===== src/rtl/frame_ram_arbiter.sv =====
// -----------------------------------------------------------------------------
// frame_ram_arbiter
//
// Sole owner of the single-port 8x8 bicolour frame RAM. Three requesters share
// the port:
//   - clear engine  : writes zero to every row, then pulses clr_done (rst_ok)
//   - scan reader   : reads one row word per refresh slot
//   - light-pen     : read-modify-write of one pixel (red and green bit)
//
// Row word layout: {green[COLS-1:0], red[COLS-1:0]}.
// The RAM is synchronous: ram_rdata is valid one cycle after ram_addr is
// presented. Because ram_addr is itself registered, read data is captured two
// edges after the grant edge.
//
// Ports
//   clk, rst_n              clock, asynchronous active-low reset
//   clr_req                 start full-frame clear (sampled in IDLE)
//   clr_busy / clr_done     clear in progress / 1-cycle completion pulse
//   scan_req/scan_row       scan read request (held until scan_ack) and row
//   scan_ack/scan_data      1-cycle ack with the row word read
//   pen_req/row/col/op      pen write request (held until pen_ack), pixel, op
//                           op: 00 erase, 01 red, 10 green, 11 both
//   pen_ack                 1-cycle ack, coincident with the RMW write
//   ram_addr/we/wdata       registered RAM controls
//   ram_rdata               RAM read data
//
// Build option
//   FRAME_ARB_RR_EN  defined: after a scan grant, a pending pen request beats
//                    a pending scan request at the next IDLE evaluation.
//                    undefined: fixed priority clear > scan > pen.
// -----------------------------------------------------------------------------
module frame_ram_arbiter #(
   parameter int ROWS   = 8,
   parameter int COLS   = 8,
   parameter int ADDR_W = 3
) (
   input  logic                clk,
   input  logic                rst_n,
   input  logic                clr_req,
   output logic                clr_busy,
   output logic                clr_done,
   input  logic                scan_req,
   input  logic [ADDR_W-1:0]   scan_row,
   output logic                scan_ack,
   output logic [2*COLS-1:0]   scan_data,
   input  logic                pen_req,
   input  logic [ADDR_W-1:0]   pen_row,
   input  logic [ADDR_W-1:0]   pen_col,
   input  logic [1:0]          pen_op,
   output logic                pen_ack,
   output logic [ADDR_W-1:0]   ram_addr,
   output logic                ram_we,
   output logic [2*COLS-1:0]   ram_wdata,
   input  logic [2*COLS-1:0]   ram_rdata
);

   localparam int                W        = 2 * COLS;
   localparam logic [ADDR_W-1:0] LAST_ROW = ADDR_W'(ROWS - 1);
   localparam logic [ADDR_W-1:0] ROW_INC  = ADDR_W'(1);

   typedef enum logic [2:0] {
      ST_IDLE      = 3'd0,
      ST_CLR       = 3'd1,
      ST_SCAN_WAIT = 3'd2,
      ST_SCAN_CAP  = 3'd3,
      ST_PEN_WAIT  = 3'd4,
      ST_PEN_WR    = 3'd5
   } state_t;

   state_t              state_q,     state_d;
   logic [ADDR_W-1:0]   ram_addr_q,  ram_addr_d;
   logic                ram_we_q,    ram_we_d;
   logic [W-1:0]        ram_wdata_q, ram_wdata_d;
   logic [W-1:0]        scan_data_q, scan_data_d;
   logic                scan_ack_q,  scan_ack_d;
   logic                pen_ack_q,   pen_ack_d;
   logic                clr_busy_q,  clr_busy_d;
   logic                clr_done_q,  clr_done_d;
   logic [ADDR_W-1:0]   pen_col_q,   pen_col_d;
   logic [1:0]          pen_op_q,    pen_op_d;
   // PEN_WAIT lasts two cycles (address register + synchronous RAM read)
   logic                phase_q,     phase_d;
`ifdef FRAME_ARB_RR_EN
   // Set after a scan grant: a pending pen request wins the next evaluation
   logic                rr_q,        rr_d;
`endif

   logic clr_ok_s;
   logic scan_ok_s;
   logic pen_ok_s;
   logic pen_first_s;
   logic grant_scan_s;
   logic grant_pen_s;

   // Pixel update: the pixel's red and green bits take the two op bits
   // (op[0] -> red, op[1] -> green); every other bit is kept.
   function automatic logic [W-1:0] pen_apply(input logic [W-1:0]      word,
                                              input logic [ADDR_W-1:0] col,
                                              input logic [1:0]        op);
      logic [W-1:0] res;
      res = word;
      for (int i = 0; i < COLS; i++) begin
         if (i == int'(col)) begin
            res[i]        = op[0];
            res[COLS + i] = op[1];
         end else begin
            res[i]        = word[i];
            res[COLS + i] = word[COLS + i];
         end
      end
      return res;
   endfunction

   // Request qualification and priority; a requester whose ack is high this
   // cycle is ignored so a held request is not served twice.
   always_comb begin
      clr_ok_s  = clr_req  & ~clr_done_q;
      scan_ok_s = scan_req & ~scan_ack_q;
      pen_ok_s  = pen_req  & ~pen_ack_q;
`ifdef FRAME_ARB_RR_EN
      pen_first_s = pen_ok_s & (rr_q | ~scan_ok_s);
`else
      pen_first_s = pen_ok_s & ~scan_ok_s;
`endif
      grant_scan_s = ~clr_ok_s & scan_ok_s & ~pen_first_s;
      grant_pen_s  = ~clr_ok_s & pen_first_s;
   end

   // Next-state and registered-output computation
   always_comb begin
      state_d     = state_q;
      ram_addr_d  = ram_addr_q;
      ram_we_d    = 1'b0;
      ram_wdata_d = ram_wdata_q;
      scan_data_d = scan_data_q;
      scan_ack_d  = 1'b0;
      pen_ack_d   = 1'b0;
      clr_busy_d  = 1'b0;
      clr_done_d  = 1'b0;
      pen_col_d   = pen_col_q;
      pen_op_d    = pen_op_q;
      phase_d     = 1'b0;
`ifdef FRAME_ARB_RR_EN
      rr_d        = rr_q;
`endif
      case (state_q)
         ST_IDLE: begin
            if (clr_ok_s) begin
               state_d     = ST_CLR;
               ram_addr_d  = '0;
               ram_we_d    = 1'b1;
               ram_wdata_d = '0;
               clr_busy_d  = 1'b1;
            end else if (grant_scan_s) begin
               state_d    = ST_SCAN_WAIT;
               ram_addr_d = scan_row;
`ifdef FRAME_ARB_RR_EN
               rr_d       = 1'b1;
`endif
            end else if (grant_pen_s) begin
               state_d    = ST_PEN_WAIT;
               ram_addr_d = pen_row;
               pen_col_d  = pen_col;
               pen_op_d   = pen_op;
`ifdef FRAME_ARB_RR_EN
               rr_d       = 1'b0;
`endif
            end else begin
               state_d = ST_IDLE;
            end
         end
         ST_CLR: begin
            if (ram_addr_q == LAST_ROW) begin
               state_d    = ST_IDLE;
               clr_done_d = 1'b1;
            end else begin
               ram_addr_d  = ram_addr_q + ROW_INC;
               ram_we_d    = 1'b1;
               ram_wdata_d = '0;
               clr_busy_d  = 1'b1;
            end
         end
         ST_SCAN_WAIT: begin
            state_d = ST_SCAN_CAP;
         end
         ST_SCAN_CAP: begin
            scan_data_d = ram_rdata;
            scan_ack_d  = 1'b1;
            state_d     = ST_IDLE;
         end
         ST_PEN_WAIT: begin
            if (!phase_q) begin
               phase_d = 1'b1;
            end else begin
               state_d     = ST_PEN_WR;
               ram_we_d    = 1'b1;
               ram_wdata_d = pen_apply(ram_rdata, pen_col_q, pen_op_q);
               pen_ack_d   = 1'b1;
            end
         end
         ST_PEN_WR: begin
            state_d = ST_IDLE;
         end
         default: begin
            state_d = ST_IDLE;
         end
      endcase
   end

   // State and output registers; reset aborts any clear without clr_done
   always_ff @(posedge clk or negedge rst_n) begin
      if (!rst_n) begin
         state_q     <= ST_IDLE;
         ram_addr_q  <= '0;
         ram_we_q    <= 1'b0;
         ram_wdata_q <= '0;
         scan_data_q <= '0;
         scan_ack_q  <= 1'b0;
         pen_ack_q   <= 1'b0;
         clr_busy_q  <= 1'b0;
         clr_done_q  <= 1'b0;
         pen_col_q   <= '0;
         pen_op_q    <= 2'b00;
         phase_q     <= 1'b0;
      end else begin
         state_q     <= state_d;
         ram_addr_q  <= ram_addr_d;
         ram_we_q    <= ram_we_d;
         ram_wdata_q <= ram_wdata_d;
         scan_data_q <= scan_data_d;
         scan_ack_q  <= scan_ack_d;
         pen_ack_q   <= pen_ack_d;
         clr_busy_q  <= clr_busy_d;
         clr_done_q  <= clr_done_d;
         pen_col_q   <= pen_col_d;
         pen_op_q    <= pen_op_d;
         phase_q     <= phase_d;
      end
   end

`ifdef FRAME_ARB_RR_EN
   // Alternation flag register
   always_ff @(posedge clk or negedge rst_n) begin
      if (!rst_n) begin
         rr_q <= 1'b0;
      end else begin
         rr_q <= rr_d;
      end
   end
`endif

   assign ram_addr  = ram_addr_q;
   assign ram_we    = ram_we_q;
   assign ram_wdata = ram_wdata_q;
   assign scan_data = scan_data_q;
   assign scan_ack  = scan_ack_q;
   assign pen_ack   = pen_ack_q;
   assign clr_busy  = clr_busy_q;
   assign clr_done  = clr_done_q;

endmodule


===== config.mk =====
export PLATFORM = sky130hd
export DESIGN_NAME = frame_ram_arbiter
export DESIGN_NICKNAME = d
export VERILOG_FILES = /design/src/rtl/frame_ram_arbiter.sv
export SDC_FILE = /design/constraint.sdc
export NUM_CORES = 1
export LEC_CHECK = 0
export BUFFER_PORTS_ARGS = -buffer_cell sky130_fd_sc_hd__clkbuf_2
export CAP_MARGIN = 5
export CORE_MARGIN = 1
export CORE_UTILIZATION = 54
export DETAILED_ROUTE_END_ITERATION = 6
export GPL_ROUTABILITY_DRIVEN = 0
export MAX_ROUTING_LAYER = met4
export PLACE_DENSITY = 0.91
export SLEW_MARGIN = 0
export SYNTH_ARGS = -nofsm -noshare
export SYNTH_HDL_FRONTEND = slang
export SYNTH_SLANG_ARGS = --single-unit

===== constraint.sdc =====
create_clock -name clk -period 3.92 [get_ports clk]
set_clock_uncertainty 0.1 [all_clocks]
set_input_delay 0.392 -clock clk [delete_from_list [all_inputs] [get_ports clk]]
set_output_delay 0.392 -clock clk [all_outputs]
set_load 0.02 [all_outputs]

==> run_results.csv, run 1 <==
group,metric,value,unit
outcome,status,"finished, final reports clean",
pwr,switching_power,0.842,mW
pwr,combPwrFrac,42.1,%
yosys,syn-num-nets,250,
pwr,p_clk_share,14.8,%
pwr,p_leak,1.43,nW
route,final_antenna_net_count,0,
setup_path,regToRegSetupSlack,1.80,ns
place,dp_cells,323,
cells_and_area,fillers,320,
setup_path,critPathTopFamily,"simple AND/OR/NAND/NOR gates",
global_route,first_global_vias,1706,
die,start_util,56.3,%
clock_tree,post_cts_buffers,0,
clock_tree,cts.path.max_buffers,2,
place,port_buffers,71,
sta,rsz0062_at_grt,"no",
die,die-width,66.8,um
sta,final-max-slew-violation-count,0,
yosys,synthDominantCellAreaShare,54.0,%
sta,min_period_over_period,54.2,%
yosys,yosys.area.top_type,"dfrtp_1",
route,drc,0,
yosys,synth_ff_type,"dfrtp_1",
pwr,power_density,731,nW/um2
clock_tree,h-tree-depth,2,
yosys,synth_edf_count,0,
route,first_pass_iters,4,
yosys,syn_avg_cell_area,10.5,um2
clock_tree,clk_latency,0.31,ns
yosys,ys_seq_area_share,54.0,%
route,vias,1755,
setup_path,max_stage_delay,0.62,ns
clock_tree,cts_tree,"done",
die,dieArea,4470,um2
sta,period_needed,2.12,ns
yosys,ys_seq_elements,49,
sta,worstMarginPinSlew,1.01,ns
setup_path,critical_path.most_common_cell,"nand2_1",
die,row_count,23,
yosys,synth.most_common_cell,"nand2_1",
cells_and_area,synthToLayoutAreaGrowth,18.7,%
die,io_pins,72,
run,drv_cap,0,
global_route,grt_pass1_wl,8100,um
global_route,antenna_found_initial,0,
yosys,yosys_warnings,0,
worst_hold_path,hold_path.class,"in -> async",
global_route,grt_max_degree,50,
yosys,ys_types,36,
setup_path,r2r_end,"ram_wdata[0]",
route,routedWlPerCell,15.0,um
clock_tree,root_buffer,"clkbuf_8",
pwr,switching_share,42.8,%
setup_path,arrival,2.17,ns
setup_path,worstPathRequired,3.96,ns
yosys,synth.area.top_cells,"dfrtp_1 (54%), nand2_1 (11%), mux2i_1 (8.8%), o22ai_1 (4.7%), mux2_2 (2.5%)",
die,core-area,4030,um2
sta,setup_viol,0,
sta,relSlewSlack,32.2,%
global_route,grt_usage,25.7,%
cells_and_area,layout.nets,314,
clock_tree,cts_resized,0,
setup_path,cp-start-kind,"flop",
pwr,seq_power_share,43.1,%
clock_tree,cts_hold_buf,0,
cells_and_area,stdcell_count,331,
setup_path,r2r-start,"state_q[0]",
die,die_h,66.8,um
cells_and_area,antenna_cells,0,
setup_path,path_buf_inv,0,
yosys,synthTopCellsByCount,"nand2_1 (65), dfrtp_1 (49), mux2i_1 (20)",
setup_path,worstSetupEndpointType,"flop",
place,place_hpwl,3480,um
sta,hold_viol,0,
cells_and_area,drive_above_1_share,32.7,%
yosys,syn_inst,216,
setup_path,worstPathMaxFanout,33,
global_route,grt-ovfl-total,0,
sta,finalSetupTns,0,ns
yosys,synthesis.area,2270,um2
route,first_iter_violations,103,
setup_path,crit_slowest_cell,"nand2_1",
yosys,synthArstFlopShare,100,%
setup_path,crit_chain,"nor3b_2 > nand2_1 > nand2_1 > o22ai_1",
clock_tree,cts_num_sinks,49,
route,wl,4950,um
sta,fmax,471,MHz
pwr,peakVddDrop,0.336,mV
pwr,p_int,1.13,mW
setup_path,critPathKind,"reg -> reg",
clock_tree,numCtsBuffers,5,
setup_path,reg2regPathDepth,4,
route,via_per_inst,5.30,
clock_tree,clk_pin_slew,0.09,ns
cell usage in the layout (no fill, tap or decap), types with 2 or more instances in the layout:
cell	netlist	routed
a21oi_1	3	3
clkbuf_2	0	71
clkbuf_8	0	5
clkinvlp_4	0	2
dfrtp_1	49	49
ha_1	2	2
inv_1	2	2
mux2_2	5	5
mux2i_1	20	20
nand2_1	65	65
nand2b_1	2	2
nand3_1	2	2
nand3b_1	3	3
nor2b_1	3	3
nor3_1	2	2
nor3b_1	3	3
o21ai_0	4	4
o22a_1	3	3
o22ai_1	17	17
worst max-delay path by stage:
stage                      startpoint             to  slack (ns)  cells after the start
after floorplan           ram_addr[0]  ram_wdata[10]        2.17                      7
after global placement     state_q[0]   ram_wdata[0]        1.92                      4
after detailed placement   state_q[0]   ram_wdata[1]        1.83                      4
after CTS                  state_q[0]   ram_wdata[4]        1.82                      4
after global routing       state_q[0]  ram_wdata[12]        1.59                      4
final                      state_q[0]   ram_wdata[0]        1.80                      4
power groups by stage:
stage / registers, mW / clock network [mW] / logic [mW]
final: 0.848 / 0.291 / 0.830
after global routing: 0.871 / 0.314 / 0.928
after CTS: 0.844 / 0.298 / 0.834
after detailed placement: 0.850 / 0 / 0.834
after global placement: 0.841 / 0 / 0.808
after floorplan: 0.896 / 0 / 0.576
layout make-up:
cell class | instances | area, um2 | share of cell area (%)
Clock buffer | 6 | 72.6 | 2.69
Timing Repair Buffer | 72 | 363 | 13.5
Clock inverter | 2 | 15.0 | 0.557
Tap cell | 50 | 62.6 | 2.32
Inverter | 3 | 11.3 | 0.418
Multi-Input combinational cell | 149 | 943 | 35.0
Sequential cell | 49 | 1230 | 45.5
flip-flops by register name, indices dropped and copies added, names as in the netlist:
signal	cells
clr_busy	1
pen_op_q	2
scan_ack	1
pen_col_q	3
scan_data	16
phase_q	1
clr_done	1
pen_ack	1
ram_we	1
ram_addr	3
ram_wdata	16
state_q	3
through the flow:
step	utilization, %	instance area, um2	hold slack [ns]	power (mW)	setup slack (ns)
after floorplan	-	2270	-0.00359	1.47	2.17
after global placement	64.7	2610	0.342	1.65	1.92
after detailed placement	64.7	2610	0.357	1.68	1.83
after CTS	66.9	2690	0.0938	1.98	1.82
after global routing	66.9	2690	0.127	2.11	1.59
final	66.9	2690	0.0756	1.97	1.80
kinds of logic after synthesis:
logic type,after synthesis,synth area share [%]
buffers and inverters,18,4.41
multiplexers,25,11.3
AND/OR/NAND/NOR,91,19.5
AO/OA/AOI/OAI,31,9.70
flip-flops,49,54.0
adder cells (fa/ha/maj),2,1.10
per-layer routing:
metal | vias to the layer above | wire length [um] | global-route usage, % | part of all wire [%]
met1 | 821 | 2200 | 33.4 | 44
met2 | 70 | 2380 | 40.9 | 48
met4 | 0 | 57 | 7.45 | 1.2
li1 | 858 | - | - | -
met5 | - | 0 | - | 0
met3 | 6 | 313 | 5.14 | 6.3
Note: power is estimated with default switching activity, not from simulation.
==> run 2: changes to the inputs <==
--- a/config.mk
+++ b/config.mk
@@ -8,11 +8,11 @@
 export BUFFER_PORTS_ARGS = -buffer_cell sky130_fd_sc_hd__clkbuf_2
 export CAP_MARGIN = 5
 export CORE_MARGIN = 1
-export CORE_UTILIZATION = 54
+export CORE_UTILIZATION = 45
 export DETAILED_ROUTE_END_ITERATION = 6
 export GPL_ROUTABILITY_DRIVEN = 0
 export MAX_ROUTING_LAYER = met4
-export PLACE_DENSITY = 0.91
+export PLACE_DENSITY = 0.82
 export SLEW_MARGIN = 0
 export SYNTH_ARGS = -nofsm -noshare
 export SYNTH_HDL_FRONTEND = slang
==> constraint.sdc (replaced) <==
create_clock -name clk -period 1.7 [get_ports clk]
set_clock_uncertainty 0.1 [all_clocks]
set_input_delay 0.17 -clock clk [delete_from_list [all_inputs] [get_ports clk]]
set_output_delay 0.17 -clock clk [all_outputs]
set_load 0.02 [all_outputs]
==> run 2 against run 1 <==
Effect of this change: maximum frequency increased by 30%; via count increased by 8.1%; count of clock-buffer cells in the layout increased by 1; sequential share of layout area decreased by 5.2 points; critical path type unchanged; die area increased by 19%; hold slack got worse by 0.063 ns.
==> run_results.csv, run 2 (synthesized netlist as in run 1, its figures left out) <==
group,metric,value,unit
outcome,status,"finished, final reports clean",
clock_tree,clk_latency,0.31,ns
sta,hold_slack,0.0122,ns
route,first_iter_violations,59,
setup_path,cp-start-kind,"flop",
cells_and_area,antenna_cells,0,
pwr,p_clk_share,13.6,%
die,core-area,4790,um2
clock_tree,root_buffer,"clkbuf_8",
route,routedWlPerCell,15.0,um
sta,layout_setup_ws,0.0639,ns
clock_tree,cts_tree,"done",
place,dp_slack,0.0227,ns
pwr,combPwrFrac,47.1,%
sta,worstMarginPinSlew,0.606,ns
global_route,grt_max_degree,50,
sta,final-max-slew-violation-count,0,
cells_and_area,drive_above_1_share,34.9,%
setup_path,r2r_end,"pen_col_q[2]",
sta,relSlewSlack,59.6,%
sta,min_period_over_period,96.2,%
sta,setup_viol,0,
setup_path,worstSetupEndpoint,"pen_col_q[2]",
die,start_util,47.4,%
setup_path,worstSetupEndpointType,"flop",
cells_and_area,stdcell_count,379,
place,port_buffers,71,
clock_tree,cts_num_sinks,49,
worst_hold_path,hold_path.class,"in -> reg",
sta,period_needed,1.64,ns
route,final_antenna_net_count,0,
cells_and_area,final_cell_area,3050,um2
setup_path,reg2regPathDepth,5,
cells_and_area,layout.nets,345,
global_route,grt-ovfl-total,0,
clock_tree,h-tree-depth,2,
pwr,switching_power,2.02,mW
die,row_count,25,
route,vias,1897,
pwr,p_int,2.88,mW
route,via_per_inst,5.01,
die,dieArea,5330,um2
pwr,switching_share,41.3,%
sta,rsz0062_at_grt,"no",
setup_path,regToRegSetupSlack,0.06,ns
setup_path,worstPathRequired,1.79,ns
global_route,grt_pass1_wl,8890,um
global_route,grt_usage,23.4,%
die,die_h,73.0,um
clock_tree,numCtsBuffers,5,
pwr,seq_power_share,39.3,%
setup_path,critPathKind,"reg -> reg",
global_route,antenna_found_initial,0,
place,placed_area,2740,um2
setup_path,startpoint,"pen_ack",
setup_path,max_stage_delay,0.39,ns
cells_and_area,layout_commonest_cell,"clkbuf_2",
clock_tree,clk_pin_slew,0.09,ns
run,drv_cap,0,
pwr,finalPower,4.90,mW
pwr,power_density,1610,nW/um2
setup_path,crit_chain,"and2b_2 > nand2_2 > nor4_4 > buf_4 > mux2_2",
pwr,peakVddDrop,0.745,mV
sta,hold_viol,0,
setup_path,arrival,1.73,ns
setup_path,worstPathMaxFanout,6,
cells_and_area,synthToLayoutAreaGrowth,34.3,%
setup_path,crit_slowest_cell,"dfrtp_1",
cells_and_area,fillers,397,
route,first_pass_iters,4,
cells_and_area,final_cell_mix,"clkbuf_2 (71), nand2_1 (65), dfrtp_1 (47)",
die,io_pins,72,
sta,fmax,611,MHz
place,place_hpwl,3800,um
route,drc,0,
place,dp_cells,351,
setup_path,r2r-start,"pen_ack",
pwr,p_leak,1.58,nW
route,wl,5690,um
clock_tree,cts.path.max_buffers,2,
cells_and_area,post-route-util,63.7,%
sta,finalSetupTns,0,ns
global_route,first_global_vias,1893,
die,die-width,73.0,um
-- run 2: changes by cell type in the layout (fill, tap and decap cells not counted), sizes merged --
cell | previous run | this run
dlygate4sd3 | 0 | 19
buf | 1 | 13
clkbuf | 77 | 78
clkinvlp | 2 | 1
-- run 2: power groups by stage --
stage	Sequential (mW)	Clock (mW)	Combinational, mW
after detailed placement	1.92	0	2.20
after CTS	1.91	0.684	2.23
final	1.93	0.668	2.31
after global routing	1.98	0.724	2.51
after floorplan	2.07	0	1.33
after global placement	1.91	0	2.14
-- run 2: critical path, delay by kind of cell (launching register included) --
kind / cells / cell delay [ns]
flip-flops: 1 / 0.39
multiplexers: 1 / 0.33
buffers and inverters: 1 / 0.18
AND/OR/NAND/NOR: 3 / 0.53
-- run 2: final cells by class --
| class | count | area [um2] | area share (%) |
|---|---|---|---|
| flip-flops and latches | 49 | 1230 | 40.3 |
| multi-input cells | 149 | 972 | 31.9 |
| well taps | 67 | 83.8 | 2.75 |
| repair buffers | 103 | 668 | 21.9 |
| clock buffers | 7 | 76.3 | 2.50 |
| inverters | 3 | 11.3 | 0.369 |
| clock inverters | 1 | 7.51 | 0.246 |
-- run 2: routing by layer --
layer | GRT usage, % | vias to the layer above | share of wire (%)
met4 | 9.80 | 0 | 1.6
met5 | - | - | 0
met1 | 27.8 | 905 | 42
met3 | 5.25 | 8 | 4.5
met2 | 38.5 | 59 | 51
li1 | - | 925 | -
-- run 2: timing repair --
| action | in CTS | in global routing |
|---|---|---|
| hold buffers | 19 | 0 |
| gates resized for setup | 0 | 5 |
| setup buffers | 0 | 1 |
| setup endpoints to repair | 0 | 21 |
| endpoints found under the hold margin | 67 | 0 |
-- run 2: worst min path at each step --
stage	endpoint	startpoint	cells past startpoint	slack, ns
after floorplan	clr_busy	rst_n	0	-0.23
after global placement	clr_done	rst_n	2	0.20
after detailed placement	ram_we	rst_n	2	0.22
after CTS	pen_op_q[1]	pen_op[1]	2	0.009
after global routing	pen_op_q[1]	pen_op[1]	2	0.01
final	pen_op_q[1]	pen_op[1]	2	0.01
==> run 3: changes to the inputs <==
==> constraint.sdc (replaced) <==
create_clock -name clk -period 1.7 [get_ports clk]
set_clock_uncertainty 0.1 [all_clocks]
set_input_delay 0.34 -clock clk [delete_from_list [all_inputs] [get_ports clk]]
set_output_delay 0.34 -clock clk [all_outputs]
set_load 0.02 [all_outputs]
==> run 3 against run 2 <==
Effect of this change: critical path depth increased by 1; wire length is 8.9% lower; maximum frequency fell by 3.2%; flip-flop and latch count unchanged; hold slack better by 0.13 ns; power down 2.2%; global-route usage down 2.0 points; combinational power fell by 4%; clock power down 1%; largest cell class unchanged.
==> run_results.csv, run 3 (synthesized netlist as in run 1, its figures left out) <==
group,metric,value,unit
setup_path,reg2regPathDepth,6,
pwr,power_density,1670,nW/um2
clock_tree,clk_latency,0.30,ns
route,final_antenna_net_count,0,
route,drc,0,
place,dp_slack,-0.123,ns
sta,finalSetupTns,0,ns
sta,fmax,592,MHz
sta,hold_slack,0.145,ns
setup_path,cp-start-kind,"flop",
cells_and_area,fillers,418,
sta,min_period_over_period,99.4,%
route,via_per_inst,4.90,
clock_tree,root_buffer,"clkbuf_8",
die,io_pins,72,
place,port_buffers,71,
clock_tree,clk_pin_slew,0.09,ns
route,routedWlPerCell,14.3,um
cells_and_area,post-route-util,59.9,%
global_route,grt_max_degree,42,
route,wl,5190,um
pwr,peakVddDrop,0.800,mV
sta,hold_viol,0,
clock_tree,numCtsBuffers,5,
outcome,status,"finished, final reports clean",
route,first_iter_violations,97,
setup_path,critPathKind,"reg -> reg",
cells_and_area,regArea,1230,um2
route,first_pass_iters,4,
sta,layout_setup_ws,0.0103,ns
global_route,grt_usage,21.5,%
run,drv_cap,0,
die,row_count,25,
worst_hold_path,hold_path.class,"in -> reg",
cells_and_area,final_cell_mix,"clkbuf_2 (71), nand2_1 (65), dfrtp_1 (46)",
global_route,antenna_found_initial,0,
pwr,finalPower,4.80,mW
cells_and_area,final_cell_area,2870,um2
cells_and_area,layout.nets,328,
pwr,p_leak,1.52,nW
cells_and_area,antenna_cells,0,
sta,worstMarginPinSlew,0.433,ns
sta,final-max-slew-violation-count,0,
setup_path,arrival,1.77,ns
die,dieArea,5330,um2
setup_path,worstSetupEndpointType,"flop",
cells_and_area,stdcell_count,362,
sta,period_needed,1.69,ns
sta,relSlewSlack,71.0,%
cells_and_area,multi_input_area,952,um2
setup_path,worstPathRequired,1.78,ns
global_route,grt-ovfl-total,0,
clock_tree,h-tree-depth,2,
die,die_h,73.0,um
clock_tree,cts_num_sinks,49,
place,placed_area,2740,um2
sta,setup_viol,0,
place,dp_cells,349,
die,core-area,4790,um2
cells_and_area,synthToLayoutAreaGrowth,26.4,%
place,place_hpwl,3820,um
die,die-width,73.0,um
worst_hold_path,hold_depth,3,
route,vias,1772,
die,start_util,47.4,%
clock_tree,cts_tree,"done",
cells_and_area,drive_above_1_share,38.0,%
global_route,grt_pass1_wl,8360,um
clock_tree,cts.path.max_buffers,2,
global_route,first_global_vias,1778,
cells_and_area,layout_commonest_cell,"clkbuf_2",
setup_path,worstPathMaxFanout,17,
run 3: cell type report:
| class | count | area share, % |
|---|---|---|
| well taps | 67 | 2.92 |
| clock buffers | 6 | 2.53 |
| flip-flops and latches | 49 | 42.9 |
| clock inverters | 2 | 0.349 |
| repair buffers | 86 | 17.7 |
| multi-input cells | 149 | 33.2 |
| inverters | 3 | 0.393 |
run 3: worst max-delay path: stages, from the launching register on:
cell	delay, ns
dfrtp_2	0.44
ha_1	0.21
ha_2	0.21
mux2i_1	0.20
and2_4	0.20
buf_12	0.14
o22ai_1	0.08
run 3: power breakdown:
part	leakage [nW]	total (mW)	internal (mW)	switching (mW)
Clock	0.0450	0.661	0.286	0.376
Combinational	0.844	2.21	1.00	1.21
Sequential	0.627	1.93	1.54	0.391
Total	1.52	4.80	2.83	1.97
run 3: worst paths after layout:
path,endpoint,startpoint,slack [ns]
worst max-delay path,ram_wdata[15],ram_addr[0],0.01
max in group asynchronous,state_q[2],rst_n,0.64
worst min-delay path,scan_data[10],ram_rdata[10],0.14
worst min register to register,phase_q,phase_q,0.35
worst max register to register,ram_wdata[15],ram_addr[0],0.01
min in group asynchronous,ram_addr[2],rst_n,0.35
run 3: what timing repair did:
| item | 4_1_cts | 5_1_grt |
|---|---|---|
| resized for setup | 1 | 3 |
| setup endpoints to repair | 3 | 21 |
| buffers inserted | 0 | 4 |
| endpoints found under the hold margin | 8 | 0 |
| hold buffers | 1 | 0 |
| pin swaps | 0 | 1 |
run 3: routing by layer:
layer  wire [um]  share of wire [%]  GRT usage, %  vias up
met1        2270                 44          26.8      817
met5           0                  0             -        -
met2        2560                 49          34.7       65
li1            -                  -             -      884
met4          70                1.3          9.15        0
met3         281                5.4          3.45        6
